$ cat src/rtl/hazard_pkg.sv
// Shared types and constants for the pipeline hazard controller.
// Feature macro used by the controller: HAZARD_FORWARDING_EN.
package hazard_pkg;

  typedef enum logic [0:0] {
    RUN      = 1'b0,
    MEM_WAIT = 1'b1
  } hz_state_t;

  localparam logic [1:0] FWD_RF  = 2'b00;
  localparam logic [1:0] FWD_WB  = 2'b01;
  localparam logic [1:0] FWD_MEM = 2'b10;

  localparam logic [3:0] PC_REG = 4'd15;

  // r15 reads come from PC+8 in the datapath, so they never match a writer.
  function automatic logic reg_match(input logic [3:0] ra, input logic [3:0] wa,
                                     input logic we);
    return we && (ra == wa) && (ra != PC_REG);
  endfunction

endpackage

$ cat src/rtl/hazard_ctrl_forward_unit.sv
// Execute-stage operand forwarding select generator (Memory stage wins over Writeback).
module forward_unit
  import hazard_pkg::*;
(
  input  logic [3:0] RA1E,
  input  logic [3:0] RA2E,
  input  logic [3:0] WA3M,
  input  logic [3:0] WA3W,
  input  logic       RegWriteM,
  input  logic       RegWriteW,
  output logic [1:0] ForwardAE,
  output logic [1:0] ForwardBE
);

  logic [1:0][3:0] ra;
  logic [1:0][1:0] fwd;

  assign ra[0] = RA1E;
  assign ra[1] = RA2E;

  for (genvar gi = 0; gi < 2; gi++) begin : g_operand
    assign fwd[gi] = reg_match(ra[gi], WA3M, RegWriteM) ? FWD_MEM :
                     reg_match(ra[gi], WA3W, RegWriteW) ? FWD_WB  : FWD_RF;
  end

  assign ForwardAE = fwd[0];
  assign ForwardBE = fwd[1];

endmodule

$ cat src/rtl/hazard_ctrl.sv
// Pipeline hazard/stall/flush controller with memory-wait FSM and stall counter.
// HAZARD_FORWARDING_EN selects operand forwarding vs. conservative data-hazard stalls.
module hazard_ctrl
  import hazard_pkg::*;
#(
  parameter int TIMEOUT = 64,
  parameter int CNT_W   = 16
) (
  input  logic             clk,
  input  logic             rst,
  input  logic [3:0]       RA1D,
  input  logic [3:0]       RA2D,
  input  logic [3:0]       RA1E,
  input  logic [3:0]       RA2E,
  input  logic [3:0]       WA3E,
  input  logic [3:0]       WA3M,
  input  logic [3:0]       WA3W,
  input  logic             RegWriteE,
  input  logic             RegWriteM,
  input  logic             RegWriteW,
  input  logic             MemtoRegE,
  input  logic             PCSrcD,
  input  logic             PCSrcE,
  input  logic             PCSrcM,
  input  logic             PCSrcW,
  input  logic             BranchTakenE,
  input  logic             MemReqM,
  input  logic             MemReadyM,
  input  logic             StatClr,
  output logic             EN,
  output logic             StallD,
  output logic             StallE,
  output logic             StallM,
  output logic             StallW,
  output logic             FlushD,
  output logic             FlushE,
  output logic [1:0]       ForwardAE,
  output logic [1:0]       ForwardBE,
  output logic             MemErr,
  output logic [CNT_W-1:0] StallCount
);

  localparam int WCNT_W = $clog2(TIMEOUT + 1);

  hz_state_t         state_reg, state_next;
  logic [WCNT_W-1:0] wait_cnt_reg, wait_cnt_next;
  logic              mem_err_reg, mem_err_next;
  logic [CNT_W-1:0]  stall_cnt_reg;

  logic            mem_stall;
  logic            data_stall;
  logic            pc_wr_pending;
  logic            stall_f;
  logic [2:0][3:0] wa;
  logic [2:0]      we;
  logic [2:0]      match1, match2;

  // Index 0/1/2 = Execute/Memory/Writeback destination.
  assign wa = {WA3W, WA3M, WA3E};
  assign we = {RegWriteW, RegWriteM, RegWriteE};

  for (genvar gi = 0; gi < 3; gi++) begin : g_stage_match
    assign match1[gi] = reg_match(RA1D, wa[gi], we[gi]);
    assign match2[gi] = reg_match(RA2D, wa[gi], we[gi]);
  end

`ifdef HAZARD_FORWARDING_EN
  logic [1:0] fwd_a, fwd_b;
  logic       unused_late_match;

  forward_unit u_forward_unit (
    .RA1E      (RA1E),
    .RA2E      (RA2E),
    .WA3M      (WA3M),
    .WA3W      (WA3W),
    .RegWriteM (RegWriteM),
    .RegWriteW (RegWriteW),
    .ForwardAE (fwd_a),
    .ForwardBE (fwd_b)
  );

  assign data_stall        = (match1[0] | match2[0]) & MemtoRegE;
  assign unused_late_match = ^{match1[2:1], match2[2:1]};
  assign ForwardAE         = rst ? FWD_RF : fwd_a;
  assign ForwardBE         = rst ? FWD_RF : fwd_b;
`else
  logic unused_fwd_inputs;

  // Without bypass paths any in-flight writer of a Decode source must drain first.
  assign data_stall        = |{match1, match2};
  assign unused_fwd_inputs = ^{RA1E, RA2E, MemtoRegE};
  assign ForwardAE         = FWD_RF;
  assign ForwardBE         = FWD_RF;
`endif

  assign pc_wr_pending = PCSrcD | PCSrcE | PCSrcM;

  always_comb begin
    state_next    = state_reg;
    wait_cnt_next = wait_cnt_reg;
    mem_err_next  = 1'b0;
    mem_stall     = 1'b0;
    case (state_reg)
      RUN: begin
        if (MemReqM && !MemReadyM) begin
          mem_stall     = 1'b1;
          state_next    = MEM_WAIT;
          wait_cnt_next = WCNT_W'(1);
        end
      end
      MEM_WAIT: begin
        mem_stall = 1'b1;
        if (MemReadyM) begin
          state_next    = RUN;
          wait_cnt_next = '0;
        end else if (wait_cnt_reg == WCNT_W'(TIMEOUT - 1)) begin
          state_next    = RUN;
          wait_cnt_next = '0;
          mem_err_next  = 1'b1;
        end else begin
          wait_cnt_next = wait_cnt_reg + WCNT_W'(1);
        end
      end
      default: state_next = RUN;
    endcase

    stall_f = 1'b0;
    StallD  = 1'b0;
    StallE  = 1'b0;
    StallM  = 1'b0;
    StallW  = 1'b0;
    FlushD  = 1'b0;
    FlushE  = 1'b0;
    // Reset releases every hold combinationally, not just at the next edge.
    if (!rst) begin
      if (mem_stall) begin
        stall_f = 1'b1;
        StallD  = 1'b1;
        StallE  = 1'b1;
        StallM  = 1'b1;
        StallW  = 1'b1;
      end else begin
        stall_f = data_stall | pc_wr_pending;
        StallD  = data_stall;
        FlushD  = pc_wr_pending | PCSrcW | BranchTakenE;
        FlushE  = data_stall | BranchTakenE;
      end
    end
  end

  assign EN = ~stall_f;

  always_ff @(posedge clk or posedge rst) begin
    if (rst) begin
      state_reg     <= RUN;
      wait_cnt_reg  <= '0;
      mem_err_reg   <= 1'b0;
      stall_cnt_reg <= '0;
    end else begin
      state_reg    <= state_next;
      wait_cnt_reg <= wait_cnt_next;
      mem_err_reg  <= mem_err_next;
      if (StatClr) begin
        stall_cnt_reg <= '0;
      end else if (stall_f && (stall_cnt_reg != '1)) begin
        stall_cnt_reg <= stall_cnt_reg + CNT_W'(1);
      end
    end
  end

  assign MemErr     = mem_err_reg;
  assign StallCount = stall_cnt_reg;

endmodule

$ cat config.mk
export PLATFORM = sky130hd
export DESIGN_NAME = hazard_ctrl
export DESIGN_NICKNAME = d
export VERILOG_FILES = /design/src/rtl/hazard_pkg.sv /design/src/rtl/hazard_ctrl_forward_unit.sv /design/src/rtl/hazard_ctrl.sv
export SDC_FILE = /design/constraint.sdc
export NUM_CORES = 1
export LEC_CHECK = 0
export ABC_AREA = 1
export ABC_CLOCK_PERIOD_IN_PS = 2380
export CAP_MARGIN = 25
export CORE_UTILIZATION = 46
export DETAILED_ROUTE_END_ITERATION = 12
export PLACE_DENSITY = 0.81
export SYNTH_ARGS = -nofsm -noshare
export SYNTH_HDL_FRONTEND = slang
export SYNTH_HIERARCHICAL = 1
export SYNTH_SLANG_ARGS = --single-unit
$ cat constraint.sdc
create_clock -name clk -period 2.38 [get_ports clk]
set_clock_uncertainty 0.15 [all_clocks]
set_input_delay 0.238 -clock clk [delete_from_list [all_inputs] [get_ports clk]]
set_output_delay 0.238 -clock clk [all_outputs]
set_load 0.02 [all_outputs]
==> impl_metrics.yaml <==
outcome:
  outcome: "finished clean"
logic_synthesis:
  synth_top_family_by_area: "simple AND/OR/NAND/NOR gates"
  syn_inst: 327
  synth_area_um2: 2070
  synth_warnings: 6
  syn_avg_cell_area_um2: 6.34
  muxShareOfSynthArea_pct: 0
  synth.distinct_cells: 28
  synth_xor_area_share_pct: 6.76
  seq_area_frac_synth_pct: 30.2
  synthAdderAreaFrac_pct: 1.21
  ys_ff_latch: 25
  synth-compound-area-share_pct: 4.59
  yosys.area_share.simple_pct: 43.1
setup_path:
  reg2reg_slack_ps: 240
  r2r_cells: 11
  path_max_fanout: 4
  path_class: "in2out"
  path_cells: "clkdlybuf4s50_1 > inv_1 > nand2_1 > inv_1 > nor2_1 > nor2_1 > buf_4 > clkdlybuf4s50_1"
  crit_required_ps: 1990
  arrival_ps: 1910
  cp-start-kind: "input pin"
  cpPeakStageDelay_ps: 540
  crit_slowest_cell: "clkdlybuf4s50_1"
  endpoint_kind: "output pin"
  r2r-start: "StallCount[1]"
  r2r_end: "StallCount[15]"
pwr:
  power.leakage_uw: 0.00150
  intPower_uw: 699
  clkPwrFrac_pct: 25.4
  vdd_drop_max_mv: 0.213
  seq_power_share_pct: 44.5
  switching_share_pct: 32.2
  pwr-share-comb_pct: 30.1
  power.density_nw_per_um2: 372
  p_sw_uw: 332
drt:
  drt_wl_total_mm: 5.12
  first_iter_violations: 208
  ant_nets: 0
  dr_total_vias: 2241
  wl_per_cell_um: 11.6
  viasPerCell: 5.07
  dr.pass1.iters: 5
  drc_errors: 0
placement:
  portBuffers: 56
  dp_cells: 437
  hpwl_mm: 3.88
  gp_congestion: 0.909
  placed_cell_area_um2: 2710
global_routing:
  antenna_found_initial: 0
  grt_overflow: 0
  gr-usage-all-layers_pct: 21.7
  first_global_vias: 2041
  grt_start_max_net_pins: 33
  grt_pass1_wl_mm: 8.69
cts:
  cts_tree: "yes"
  htreeDepth: 1
  numCtsBuffers: 3
  cts-root-buf: "clkbuf_8"
  clockBufferDepth: 2
  clock_latency_ps: 270
  clk_pin_slew_ps: 90
  cts_num_sinks: 25
timing:
  setup_violations: 0
  fin_crit_ps: 2300
  rsz0062_at_grt: "no"
  setup_tns_ps: 0
  timing.fmax_mhz: 436
  finalMaxSlewViolations: 0
  hold_violations: 0
  hold-worst-slack_ps: 322
  post-route-period-util_pct: 96.5
die:
  io_pins: 70
  core_um2: 4350
  fp.dieW_um: 69.1
  dieArea_um2: 4780
  rows: 24
  die_h_um: 69.1
  start_util_pct: 47.6
finish:
  syn2layout_area_growth_pct: 33.9
  largest_reg_flops: 16
  fin_cells: 442
  drive_above_1_share_pct: 6.15
  layout.nets: 435
  antenna_cells: 0
  fin_area_um2: 2780
run:
  max_cap_viol_count: 0
worst_hold_path:
  hold_class: "in2async"
==> final cells by class <==
cell class | count | area, µm²
Clock buffer | 4 | 45.0
Fill cell | 403 | 1580
Inverter | 56 | 210
Multi-Input combinational cell | 237 | 1180
Sequential cell | 25 | 626
Tap cell | 52 | 65.1
Timing Repair Buffer | 68 | 652
==> timing repair <==
action,4_1_cts,5_1_grt
pin swaps,0,1
setup buffers,0,1
endpoints found under the setup margin,4,19
hold buffers,0,0
endpoints found under the hold margin,0,0
gates resized for setup,4,9
==> worst max-delay path: cells and delay by family <==
kind	cells	cell delay, ps
buffers and inverters	5	1260
AND/OR/NAND/NOR	3	410
==> synth_stat cells <==
library cell	number	share of area [%]
nand3_2	1	0.48
a22o_1	1	0.42
buf_4	6	2.2
o22ai_1	1	0.30
nor2_1	36	6.5
nand2_1	99	18
nand3_1	28	6.8
a21oi_1	4	0.97
dfrtp_1	25	30
nor4_1	1	0.30
nor3_2	1	0.48
nand2_4	1	0.54
xor2_1	8	3.4
nor4_4	1	1.0
nor3_1	7	1.7
nand4_4	1	1.0
buf_1	1	0.18
nand2_2	1	0.30
xnor2_1	8	3.4
or3_1	1	0.30
buf_2	3	0.72
clkbuf_1	1	0.18
nand4_1	19	5.7
o21ai_0	12	2.9
ha_1	2	1.2
buf_6	1	0.54
conb_1	1	0.18
inv_1	56	10
==> metal layers <==
metal,global-route usage [%],wire (µm),up-vias
met4,7.94,89,0
met2,39.1,2610,51
met1,27.3,2300,1040
met5,0,0,-
li1,-,-,1142
met3,1.02,123,8
==> layout by cell type, fill, tap and decap left out, drive strengths merged <==
cell type / instances
nand2: 101
inv: 56
clkdlybuf4s50: 50
nor2: 36
nand3: 29
dfrtp: 25
nand4: 20
o21ai: 12
buf: 12
xnor2: 8
xor2: 8
nor3: 8
clkbuf: 7
a21oi: 4
conb: 4
ha: 2
dlymetal6s2s: 2
nor4: 2
or3: 1
o22ai: 1
a22o: 1
dlygate4sd2: 1
==> cells by family after synthesis <==
| group | after synthesis |
|---|---|
| AO/OA/AOI/OAI | 18 |
| XOR/XNOR | 16 |
| adder cells (fa/ha/maj) | 2 |
| buffers and inverters | 68 |
| flip-flops | 25 |
| other | 1 |
| AND/OR/NAND/NOR | 197 |
==> power groups by stage <==
| stage | Combinational, µW | Sequential, µW | Clock, µW |
|---|---|---|---|
| final | 311 | 458 | 262 |
| after global routing | 341 | 462 | 282 |
| after CTS | 310 | 458 | 268 |
| after detailed placement | 315 | 467 | 0 |
| after global placement | 306 | 465 | 0 |
| after floorplan | 169 | 470 | 0 |
==> stage by stage <==
step	setup slack [ps]	total power, µW	utilization, %
2_1_floorplan	347	638	-
3_3_place_gp	-194	772	62.3
3_5_place_dp	-237	782	62.3
4_1_cts	37.8	1040	63.2
5_1_grt	16.0	1080	63.7
6_report	84.1	1030	63.7
==> worst max-delay path by stage <==
stage / start / to / slack (ps) / cells past startpoint
global route: MemReadyM / StallW / 20 / 8
CTS: RA1D[2] / FlushE / 40 / 12
detailed placement: RA1D[2] / FlushE / -240 / 12
finish: MemReadyM / StallW / 80 / 8
floorplan: StallCount[1] / StallCount[3] / 350 / 11
global placement: RA1D[2] / FlushE / -190 / 12
Power figures use the tool's default switching activity.
